`src/rtl/prop_arbiter_pkg.sv`:
```
// -----------------------------------------------------------------------------
// prop_arbiter_pkg
// Shared types for the Propagate_literal arbiter:
//   formula_t        - formula operand/result word
//   lit_t            - literal {num, val}
//   prop_arb_state_t - arbiter FSM states
//   prop_rsp_t       - latched engine result {f, empty_clause, empty_formula}
// The optional watchdog is enabled by defining PROP_ARB_TIMEOUT_EN.
// -----------------------------------------------------------------------------
package prop_arbiter_pkg;

    localparam int FORMULA_W = 16;
    localparam int LIT_NUM_W = 4;

    typedef logic [FORMULA_W-1:0] formula_t;

    typedef struct packed {
        logic [LIT_NUM_W-1:0] num;
        logic                 val;
    } lit_t;

    localparam formula_t ZERO_FORMULA = '0;
    localparam lit_t     ZERO_LIT     = '0;

    typedef enum logic [1:0] {
        IDLE    = 2'd0,
        ISSUE   = 2'd1,
        WAIT    = 2'd2,
        RESPOND = 2'd3
    } prop_arb_state_t;

    typedef struct packed {
        formula_t f;
        logic     empty_clause;
        logic     empty_formula;
    } prop_rsp_t;

    localparam prop_rsp_t ZERO_RSP = '{f: ZERO_FORMULA, empty_clause: 1'b0, empty_formula: 1'b0};

    // Index width that never collapses to zero bits.
    function automatic int clog2_min1(input int n);
        return (n > 1) ? $clog2(n) : 1;
    endfunction

endpackage

```
`src/rtl/prop_arbiter_if.sv`:
```
// -----------------------------------------------------------------------------
// prop_arbiter_if
// Bundles the requester side and the engine side of the arbiter.
//   Requester side: req_valid/req_formula/req_lit in, req_ready/rsp_* out.
//   Engine side   : eng_find/eng_in_* out, eng_ended/eng_empty_*/eng_out_formula in.
//   busy          : arbiter has a job in flight.
//   rsp_timeout   : only when PROP_ARB_TIMEOUT_EN is defined.
// Handshake: a requester raises req_valid with stable operands and holds it
// until it sees its one-cycle req_ready pulse (operands captured on that edge),
// then drops req_valid the next cycle and waits for its one-cycle rsp_valid
// pulse; rsp_formula/rsp_empty_* are meaningful while rsp_valid is high.
// The engine gets a one-cycle eng_find pulse and answers with a one-cycle
// eng_ended pulse carrying its results.
// modport slave  : the arbiter.
// modport master : whatever drives the arbiter (requesters + engine).
// -----------------------------------------------------------------------------
interface prop_arbiter_if
    import prop_arbiter_pkg::*;
#(
    parameter int NUM_REQ = 2
);

    logic     [NUM_REQ-1:0] req_valid;
    formula_t [NUM_REQ-1:0] req_formula;
    lit_t     [NUM_REQ-1:0] req_lit;
    logic     [NUM_REQ-1:0] req_ready;
    logic     [NUM_REQ-1:0] rsp_valid;
    formula_t               rsp_formula;
    logic                   rsp_empty_clause;
    logic                   rsp_empty_formula;
    logic                   busy;
    logic                   eng_find;
    formula_t               eng_in_formula;
    lit_t                   eng_in_lit;
    logic                   eng_ended;
    logic                   eng_empty_clause;
    logic                   eng_empty_formula;
    formula_t               eng_out_formula;
`ifdef PROP_ARB_TIMEOUT_EN
    logic                   rsp_timeout;
`endif

    modport slave (
        input  req_valid, req_formula, req_lit,
        input  eng_ended, eng_empty_clause, eng_empty_formula, eng_out_formula,
        output req_ready, rsp_valid, rsp_formula, rsp_empty_clause, rsp_empty_formula,
        output busy, eng_find, eng_in_formula, eng_in_lit
`ifdef PROP_ARB_TIMEOUT_EN
        , output rsp_timeout
`endif
    );

    modport master (
        output req_valid, req_formula, req_lit,
        output eng_ended, eng_empty_clause, eng_empty_formula, eng_out_formula,
        input  req_ready, rsp_valid, rsp_formula, rsp_empty_clause, rsp_empty_formula,
        input  busy, eng_find, eng_in_formula, eng_in_lit
`ifdef PROP_ARB_TIMEOUT_EN
        , input rsp_timeout
`endif
    );

endinterface

```
`src/rtl/prop_arbiter_rr_picker.sv`:
```
// -----------------------------------------------------------------------------
// prop_arbiter_rr_picker
// Combinational round-robin pick: the first set bit of req_i at or after
// ptr_i, wrapping around.
//   req_i   in  NUM_REQ   request vector
//   ptr_i   in  IDX_W     highest-priority index
//   grant_o out NUM_REQ   one-hot winner (zero when nothing requests)
//   idx_o   out IDX_W     winner index
//   any_o   out 1         some request is set
// -----------------------------------------------------------------------------
module prop_arbiter_rr_picker
    import prop_arbiter_pkg::*;
#(
    parameter int NUM_REQ = 2,
    parameter int IDX_W   = clog2_min1(NUM_REQ)
) (
    input  logic [NUM_REQ-1:0] req_i,
    input  logic [IDX_W-1:0]   ptr_i,
    output logic [NUM_REQ-1:0] grant_o,
    output logic [IDX_W-1:0]   idx_o,
    output logic               any_o
);

    logic [IDX_W-1:0] cand;

    always_comb begin
        grant_o = '0;
        idx_o   = '0;
        any_o   = 1'b0;
        cand    = '0;
        // Walk ptr, ptr+1, ... with wrap; the first hit wins.
        for (int off = 0; off < NUM_REQ; off++) begin
            cand = IDX_W'((int'(ptr_i) + off) % NUM_REQ);
            if (!any_o && req_i[cand]) begin
                any_o          = 1'b1;
                idx_o          = cand;
                grant_o[cand]  = 1'b1;
            end
        end
    end

endmodule

```
`src/rtl/prop_arbiter.sv`:
```
// -----------------------------------------------------------------------------
// prop_arbiter
// Shares one Propagate_literal engine between NUM_REQ requesters. Round-robin
// grant, one job in flight: operands are latched at grant, the engine is
// started with a one-cycle eng_find, its result is latched on eng_ended and
// returned to the owner with a one-cycle rsp_valid.
// Ports:
//   clock       in   rising-edge clock
//   reset       in   synchronous, active-high
//   bus         slave modport of prop_arbiter_if (requesters + engine)
//   dbg_state_o out  current FSM state
// Parameters:
//   NUM_REQ         number of requesters (>=2)
//   TIMEOUT_CYCLES  watchdog limit in WAIT (exists only with PROP_ARB_TIMEOUT_EN)
// Build option PROP_ARB_TIMEOUT_EN: a WAIT that lasts TIMEOUT_CYCLES without
// eng_ended is answered with empty_clause=1, the input formula echoed, and
// rsp_timeout=1 alongside rsp_valid.
// -----------------------------------------------------------------------------
module prop_arbiter
    import prop_arbiter_pkg::*;
#(
    parameter int NUM_REQ = 2
`ifdef PROP_ARB_TIMEOUT_EN
    , parameter int TIMEOUT_CYCLES = 1024
`endif
) (
    input  logic            clock,
    input  logic            reset,
    prop_arbiter_if.slave   bus,
    output prop_arb_state_t dbg_state_o
);

    localparam int IDX_W = clog2_min1(NUM_REQ);

    prop_arb_state_t    state_q, state_d;
    logic [IDX_W-1:0]   ptr_q, ptr_d;
    logic [IDX_W-1:0]   owner_q, owner_d;
    formula_t           formula_q, formula_d;
    lit_t               lit_q, lit_d;
    prop_rsp_t          rsp_q, rsp_d;
    logic [NUM_REQ-1:0] req_ready_q, req_ready_d;
    logic [NUM_REQ-1:0] rsp_valid_q, rsp_valid_d;
    logic               eng_find_q, eng_find_d;

    logic [NUM_REQ-1:0] pick_grant;
    logic [IDX_W-1:0]   pick_idx;
    logic               pick_any;

`ifdef PROP_ARB_TIMEOUT_EN
    localparam int CNT_W = clog2_min1(TIMEOUT_CYCLES);
    localparam logic [CNT_W-1:0] CNT_LAST = CNT_W'(TIMEOUT_CYCLES - 1);

    logic [CNT_W-1:0] cnt_q, cnt_d;
    logic             timed_out_q, timed_out_d;
    logic             rsp_timeout_q, rsp_timeout_d;
`endif

    prop_arbiter_rr_picker #(
        .NUM_REQ (NUM_REQ),
        .IDX_W   (IDX_W)
    ) u_rr_picker (
        .req_i   (bus.req_valid),
        .ptr_i   (ptr_q),
        .grant_o (pick_grant),
        .idx_o   (pick_idx),
        .any_o   (pick_any)
    );

    always_ff @(posedge clock) begin
        if (reset) begin
            state_q     <= IDLE;
            ptr_q       <= '0;
            owner_q     <= '0;
            formula_q   <= ZERO_FORMULA;
            lit_q       <= ZERO_LIT;
            rsp_q       <= ZERO_RSP;
            req_ready_q <= '0;
            rsp_valid_q <= '0;
            eng_find_q  <= 1'b0;
        end else begin
            state_q     <= state_d;
            ptr_q       <= ptr_d;
            owner_q     <= owner_d;
            formula_q   <= formula_d;
            lit_q       <= lit_d;
            rsp_q       <= rsp_d;
            req_ready_q <= req_ready_d;
            rsp_valid_q <= rsp_valid_d;
            eng_find_q  <= eng_find_d;
        end
    end

`ifdef PROP_ARB_TIMEOUT_EN
    always_ff @(posedge clock) begin
        if (reset) begin
            cnt_q         <= '0;
            timed_out_q   <= 1'b0;
            rsp_timeout_q <= 1'b0;
        end else begin
            cnt_q         <= cnt_d;
            timed_out_q   <= timed_out_d;
            rsp_timeout_q <= rsp_timeout_d;
        end
    end
`endif

    always_comb begin
        state_d     = state_q;
        ptr_d       = ptr_q;
        owner_d     = owner_q;
        formula_d   = formula_q;
        lit_d       = lit_q;
        rsp_d       = rsp_q;
        req_ready_d = '0;
        rsp_valid_d = '0;
        eng_find_d  = 1'b0;
`ifdef PROP_ARB_TIMEOUT_EN
        cnt_d         = cnt_q;
        timed_out_d   = timed_out_q;
        rsp_timeout_d = 1'b0;
`endif

        unique case (state_q)
            IDLE: begin
                if (pick_any) begin
                    owner_d     = pick_idx;
                    formula_d   = bus.req_formula[pick_idx];
                    lit_d       = bus.req_lit[pick_idx];
                    req_ready_d = pick_grant;
                    state_d     = ISSUE;
                end
            end

            ISSUE: begin
                eng_find_d = 1'b1;
                state_d    = WAIT;
`ifdef PROP_ARB_TIMEOUT_EN
                cnt_d       = '0;
                timed_out_d = 1'b0;
`endif
            end

            WAIT: begin
                if (bus.eng_ended) begin
                    rsp_d.f             = bus.eng_out_formula;
                    rsp_d.empty_clause  = bus.eng_empty_clause;
                    rsp_d.empty_formula = bus.eng_empty_formula;
                    state_d             = RESPOND;
                end
`ifdef PROP_ARB_TIMEOUT_EN
                // Watchdog expiry reports a conflict and echoes the input.
                else if (cnt_q == CNT_LAST) begin
                    rsp_d.f             = formula_q;
                    rsp_d.empty_clause  = 1'b1;
                    rsp_d.empty_formula = 1'b0;
                    timed_out_d         = 1'b1;
                    state_d             = RESPOND;
                end else begin
                    cnt_d = cnt_q + 1'b1;
                end
`endif
            end

            RESPOND: begin
                rsp_valid_d[owner_q] = 1'b1;
                // The owner just served drops to lowest priority.
                ptr_d   = (owner_q == IDX_W'(NUM_REQ - 1)) ? '0 : owner_q + 1'b1;
                state_d = IDLE;
`ifdef PROP_ARB_TIMEOUT_EN
                rsp_timeout_d = timed_out_q;
`endif
            end

            default: state_d = IDLE;
        endcase
    end

    assign bus.req_ready         = req_ready_q;
    assign bus.rsp_valid         = rsp_valid_q;
    assign bus.rsp_formula       = rsp_q.f;
    assign bus.rsp_empty_clause  = rsp_q.empty_clause;
    assign bus.rsp_empty_formula = rsp_q.empty_formula;
    assign bus.busy              = (state_q != IDLE);
    assign bus.eng_find          = eng_find_q;
    assign bus.eng_in_formula    = formula_q;
    assign bus.eng_in_lit        = lit_q;
`ifdef PROP_ARB_TIMEOUT_EN
    assign bus.rsp_timeout       = rsp_timeout_q;
`endif
    assign dbg_state_o           = state_q;

endmodule
```
`src/flat_wrapper.sv`:
```
// flat-port wrapper written by rule: the top's interface ports become plain ports
module prop_arbiter_flat import prop_arbiter_pkg::*;
#(
    parameter int NUM_REQ = 2

)
  (clock, reset, dbg_state_o, bus_req_valid, bus_req_formula, bus_req_lit, bus_eng_ended, bus_eng_empty_clause, bus_eng_empty_formula, bus_eng_out_formula, bus_req_ready, bus_rsp_valid, bus_rsp_formula, bus_rsp_empty_clause, bus_rsp_empty_formula, bus_busy, bus_eng_find, bus_eng_in_formula, bus_eng_in_lit);
  prop_arbiter_if #(.NUM_REQ(NUM_REQ)) bus_i ();
  input  logic clock;
  input  logic reset;
  output prop_arb_state_t dbg_state_o;
  input wire logic [$bits(bus_i.req_valid)-1:0] bus_req_valid;
  input wire logic [$bits(bus_i.req_formula)-1:0] bus_req_formula;
  input wire logic [$bits(bus_i.req_lit)-1:0] bus_req_lit;
  input wire logic [$bits(bus_i.eng_ended)-1:0] bus_eng_ended;
  input wire logic [$bits(bus_i.eng_empty_clause)-1:0] bus_eng_empty_clause;
  input wire logic [$bits(bus_i.eng_empty_formula)-1:0] bus_eng_empty_formula;
  input wire logic [$bits(bus_i.eng_out_formula)-1:0] bus_eng_out_formula;
  output wire logic [$bits(bus_i.req_ready)-1:0] bus_req_ready;
  output wire logic [$bits(bus_i.rsp_valid)-1:0] bus_rsp_valid;
  output wire logic [$bits(bus_i.rsp_formula)-1:0] bus_rsp_formula;
  output wire logic [$bits(bus_i.rsp_empty_clause)-1:0] bus_rsp_empty_clause;
  output wire logic [$bits(bus_i.rsp_empty_formula)-1:0] bus_rsp_empty_formula;
  output wire logic [$bits(bus_i.busy)-1:0] bus_busy;
  output wire logic [$bits(bus_i.eng_find)-1:0] bus_eng_find;
  output wire logic [$bits(bus_i.eng_in_formula)-1:0] bus_eng_in_formula;
  output wire logic [$bits(bus_i.eng_in_lit)-1:0] bus_eng_in_lit;
  assign bus_i.req_valid = bus_req_valid;
  assign bus_i.req_formula = bus_req_formula;
  assign bus_i.req_lit = bus_req_lit;
  assign bus_i.eng_ended = bus_eng_ended;
  assign bus_i.eng_empty_clause = bus_eng_empty_clause;
  assign bus_i.eng_empty_formula = bus_eng_empty_formula;
  assign bus_i.eng_out_formula = bus_eng_out_formula;
  assign bus_req_ready = bus_i.req_ready;
  assign bus_rsp_valid = bus_i.rsp_valid;
  assign bus_rsp_formula = bus_i.rsp_formula;
  assign bus_rsp_empty_clause = bus_i.rsp_empty_clause;
  assign bus_rsp_empty_formula = bus_i.rsp_empty_formula;
  assign bus_busy = bus_i.busy;
  assign bus_eng_find = bus_i.eng_find;
  assign bus_eng_in_formula = bus_i.eng_in_formula;
  assign bus_eng_in_lit = bus_i.eng_in_lit;
  prop_arbiter #(.NUM_REQ(NUM_REQ)) u_core (.clock(clock), .reset(reset), .bus(bus_i), .dbg_state_o(dbg_state_o));
endmodule
```
`config.mk`:
```
export PLATFORM = sky130hd
export DESIGN_NAME = prop_arbiter_flat
export DESIGN_NICKNAME = d
export VERILOG_FILES = /design/src/rtl/prop_arbiter_pkg.sv /design/src/rtl/prop_arbiter_if.sv /design/src/rtl/prop_arbiter_rr_picker.sv /design/src/rtl/prop_arbiter.sv /design/src/flat_wrapper.sv
export SDC_FILE = /design/constraint.sdc
export NUM_CORES = 1
export LEC_CHECK = 0
export ABC_AREA = 1
export BUFFER_PORTS_ARGS = -buffer_cell sky130_fd_sc_hd__clkbuf_2
export CORE_MARGIN = 5
export CORE_UTILIZATION = 34
export DETAILED_ROUTE_END_ITERATION = 8
export PLACE_DENSITY_LB_ADDON = 0.1
export SYNTH_ARGS = -nofsm -noshare
export SYNTH_HDL_FRONTEND = slang
export SYNTH_SLANG_ARGS = --single-unit
```
`constraint.sdc`:
```
create_clock -name clock -period 1.45 [get_ports clock]
set_input_delay 0.29 -clock clock [delete_from_list [all_inputs] [get_ports clock]]
set_output_delay 0.29 -clock clock [all_outputs]
set_load 0.03 [all_outputs]
```
### Yosys cells after proc, flatten, opt, wreduce, memory -nomap -nowiden

Index checks and enable logic that the tools add are counted.

| storage, ports and cells | value |
|---|---|
| register bits after elaboration | 48 |
| output and inout port bits | 47 |
| word-level logic and storage cells | 67 |

| cells by class | value |
|---|---|
| multiplexer cells | 25 |
| add/sub/neg operators | 2 |
| eq/ne operators | 5 |
| order comparisons | 7 |
| bitwise operators | 4 |
| reduce and logical (&&, ||, !) cells | 12 |

Operators with widths:

| kind | count |
|---|---|
| two-way mux 16 bit | 2 |
| two-way mux 1 bit | 13 |
| two-way mux 5 bit | 2 |
| less-than comparator 1 x 2 -> 1 bit, second input constant | 4 |
| two-way mux 2 bit | 4 |
| case mux 2 bit (4 select lines) | 1 |
| AND reduction 2 bit | 3 |
| equality test 2 bit, second input constant | 2 |
| logical AND 1 bit | 4 |
| demux 1 bit (select 1 bit) | 3 |
| >= comparator 1 bit, second input constant | 3 |
| inverter 1 bit | 3 |
| OR reduction 3 bit | 1 |
| adder 1 bit, second input constant | 2 |
| equality test 2 x 1 -> 1 bit, second input constant | 1 |
| logical NOT 2 bit | 1 |
| inequality test 2 x 1 -> 1 bit, second input constant | 1 |
| inequality test 2 bit, second input constant | 1 |
| bitwise OR 2 bit | 1 |
| nonzero test 2 bit | 1 |
| OR reduction 2 bit | 1 |
| logical NOT 1 bit | 1 |

### Longest topological paths before layout

| depth | value |
|---|---|
| depth in word-level cells | 8 |
| gate-level depth with buffers | 9 |

### Hierarchy

From an unflattened synthesis, not the netlist that was laid out.

| unflattened totals | value |
|---|---|
| cells, all modules | 316 |
| area, all modules | 2262.2 sq um |

Modules (own cells, without submodules):

| module | cells an instance | instances | area each (sq um) |
|---|---|---|---|
| prop_arbiter | 302 | 1 | 2207.1 |
| prop_arbiter_rr_picker | 14 | 1 | 55.1 |

### Worst setup path after synthesis

OpenSTA, ideal clock, no wires.

| timing | value |
|---|---|
| kind | register -> register |
| from | register u_core.state_q[0] (netlist: u_core.dbg_state_o[0]) |
| to | register u_core.rsp_q (netlist bit u_core.bus.rsp_empty_clause) |
| required time | 1.334 ns |
| stages on the path, launching flop included | 8 |
| path buffers | 1 |
| setup time | 0.116 ns |
| arrival | 1.581 ns |
| slack | -0.247 ns |
| cell sequence | dfxtp_1 -> inv_1 -> ha_1 -> nand2_1 -> clkinv_1 -> buf_2 -> nor2_1 -> nor2_1 |

| between the ends | value |
|---|---|
| word-level cells in the longest chain between the ends | 2 |

Ends and longest elaborated chain:

| item | RTL line | text |
|---|---|---|
| from (decl) | prop_arbiter.sv:35 | `prop_arb_state_t state_q, state_d;` |
| from (signal assigned) | prop_arbiter.sv:81 | `state_q <= state_d;` |
| equality test 2 bit | prop_arbiter.sv:123 | `unique case (state_q)` |
| AND reduction 2 bit (no line) | - |  |
| to (signal assigned) | prop_arbiter.sv:86 | `rsp_q <= rsp_d;` |
| to (decl) | prop_arbiter.sv:40 | `prop_rsp_t rsp_q, rsp_d;` |

Every way passes these cells.
A chain may end at the register's enable or synchronous reset.

### Final worst setup path

| timing | value |
|---|---|
| from | register u_core.state_q[1] (netlist: u_core.dbg_state_o[1]) |
| to | output bus_busy |

| between the ends | value |
|---|---|
| word-level cells in the longest chain between the ends | 1 |

Ends and longest elaborated chain:

| item | RTL line | text |
|---|---|---|
| nonzero test 2 bit | prop_arbiter.sv:183 | `assign bus.busy = (state_q != IDLE);` |
| to (decl) | flat_wrapper.sv:24 | `output wire logic [$bits(bus_i.busy)-1:0] bus_busy;` |

Every way passes these cells.

==> results.cfg <==
[outcome]
status = completed

[pwr]
irDropWorstVdd_mv = 0.9574
total_leakage_power_nw = 1.689
powerDensity_nw_per_um2 = 1876

[floorplan]
die_h_um = 90.57
ios = 112
die_area_sq_um = 8203
coreArea_sq_um = 6350
rows = 29
die_w_um = 90.57
initial_core_util = 0.3476

[logic_synthesis]
synth_cell_types = 19
synth-seq-cells = 48
synth-xor-area-share = 0
synthAdderAreaFrac = 0.02268
yosys_warnings = 0
syn_nets = 404
muxShareOfSynthArea = 0
synth_area_sq_um = 2207
synth-simple-area-share = 0.3741
synth_top_family_by_area = simple AND/OR/NAND/NOR gates
synth_cells = 335
ys_seq_area_frac = 0.4354
synth-compound-area-share = 0.05385
syn_area_per_cell_sq_um = 6.588

[detailed_routing]
detail-route-antenna-nets = 0
wl_per_cell_um = 10.45
vias = 2215
vias_per_cell = 4.195
first_iter_violations = 38
first_pass_iters = 4
wl_um = 5520
drc = 0

[cells_and_area]
area_delta_synth_final_pct = 34.98
fin_nets = 519
drive_gt1_frac = 0.3348
final_cells = 528
antennaDiodeCount = 0
fin_area_sq_um = 2979

[setup_path]
start_kind = flop
crit_arrival_ns = 1.07
required_ns = 1.16
critPathCaptureType = output port
crit_fanout = 2
criticalPathCategory = reg2out

[global_routing]
grt_pass1_vias = 2185
grt_max_degree = 39
grtUsageTotal = 0.1385
grt.overflow.total = 0
antenna_found_initial = 0
grt_pass1_wl_um = 9597

[timing]
min_period_over_period = 0.9396
fin_tns_setup_ns = 0
finClkSkew_ns = 0.003818
rsz0062_at_grt = false
slew_violations = 0
fmax_mhz = 734.0
hold_viol = 0
slew_headroom = 0.8537
tightestPinTransition_ns = 0.2194
fin_crit_ns = 1.362
final-setup-viol-count = 0

[cts]
clk_pin_slew_ns = 0.09
clockBufferDepth = 2
clock_latency_ns = 0.30
cts_tree = yes
htreeDepth = 2
numCtsBuffers = 5
cts.sinks = 48
cts_hold_buf = 0
cts-root-buf = clkbuf_8

[placed_design]
place_area_sq_um = 2840
portBuffers = 111
routabilityCongestion = 0.7197
hpwl_um = 4165
dp.cells = 517

[worst_hold_path]
holdCritPathClass = in2reg

[flow_run]
drv_cap = 0
[what timing repair did]
action | in CTS | in global routing
pin swaps | 1 | 0
setup buffers | 3 | 0
cloned | 0 | 0
resized for setup | 6 | 3
endpoints found under the setup margin | 1 | 36
[critical path, stage by stage (launching register included)]
cell	delay [ns]
dfxtp_4	0.36
inv_2	0.05
ha_4	0.15
inv_1	0.04
clkbuf_4	0.17
[final cells by class]
| type | instances | area, sq um |
|---|---|---|
| repair buffers | 122 | 665.6 |
| clock inverters | 3 | 26.28 |
| fillers | 683 | 3371 |
| clock buffers | 5 | 68.82 |
| multi-input cells | 235 | 1010 |
| flip-flops and latches | 48 | 967.2 |
| inverters | 38 | 145.1 |
| well taps | 77 | 96.34 |
[synth_stat cells, drive strengths merged]
master / number / share of area
o21ai: 20 / 0.047
buf: 9 / 0.032
dfxtp: 48 / 0.44
nand2: 119 / 0.21
nor2: 83 / 0.15
ha: 4 / 0.023
nand3: 4 / 0.0091
nor3: 2 / 0.0068
inv: 37 / 0.063
clkbuf: 5 / 0.018
a21oi: 3 / 0.0068
clkinv: 1 / 0.0017
[state kept, by name (all words and copies together) (netlist names)]
signal,count
u_core.bus.rsp_formula,16
u_core.owner_q,1
u_core.bus.rsp_empty_formula,1
u_core.bus.req_ready,2
u_core.bus.rsp_empty_clause,1
u_core.ptr_q,1
u_core.bus.eng_in_lit,5
u_core.bus.eng_in_formula,16
u_core.bus.rsp_valid,2
u_core.bus.eng_find,1
u_core.dbg_state_o,2
[stage by stage]
step / util / worst slack, ns / total power [mW] / hold slack [ns]
CTS: 0.4688 / 0.03034 / 5.710 / 0.2112
global route: 0.4692 / 0.008729 / 6.099 / 0.2211
floorplan: - / 0.04168 / 4.008 / 0.3591
global placement: 0.4473 / 0.09364 / 4.684 / 0.4635
finish: 0.4692 / 0.08761 / 5.589 / 0.2193
detailed placement: 0.4473 / 0.05966 / 4.729 / 0.4634
[placed cells by master, fill, tap and decap left out]
cell      netlist  routed
ha_4            0       1
clkbuf_2        0     110
nor3_2          1       1
nor2_2          9       9
dfxtp_4         0       1
nor3_1          1       1
buf_4           0       9
o21ai_0        19      19
ha_1            4       3
inv_1          37      35
clkbuf_8        2       5
nand3_1         4       4
inv_6           0       2
clkinv_4        0       1
nand2_4         1       1
dfxtp_1        48      45
dfxtp_2         0       2
nand2_1       117     116
buf_12          0       2
nor2_1         74      74
inv_2           0       2
inv_4           0       1
o21ai_2         1       1
nand2_2         1       2
a21oi_1         3       3
clkbuf_4        0       1
[metal layers]
metal  up-vias  wire length, um  global-route usage
li1       1214                -                   -
met1       934             2416              0.1578
met2        60             2644              0.2439
met3         7              395             0.04750
met4         0               63             0.03722
met5         -                0                   0
[worst paths after layout]
path                               from                          to  slack, ns  cells after the start
hold reg to reg          u_core.owner_q              u_core.owner_q       0.48                      2
hold / removal                    reset                u_core.ptr_q       0.22                      2
setup reg to reg  u_core.dbg_state_o[1]  u_core.bus.rsp_formula[12]       0.14                      6
setup / recovery  u_core.dbg_state_o[1]                    bus_busy       0.09                      4
[cells by family (layout without fill, tap and decap cells)]
logic type / count (synthesis) / count (layout)
buf+inv: 52 / 168
flops: 48 / 48
simple gates: 208 / 208
fa+ha+maj: 4 / 4
compound gates: 23 / 23
[where the power goes]
part / total (mW) / internal [mW] / switching [mW]
combinational: 2.83 / 0.940 / 1.89
sequential: 1.91 / 1.72 / 0.194
clock: 0.848 / 0.356 / 0.492
Note: power is estimated with default switching activity, not from simulation.
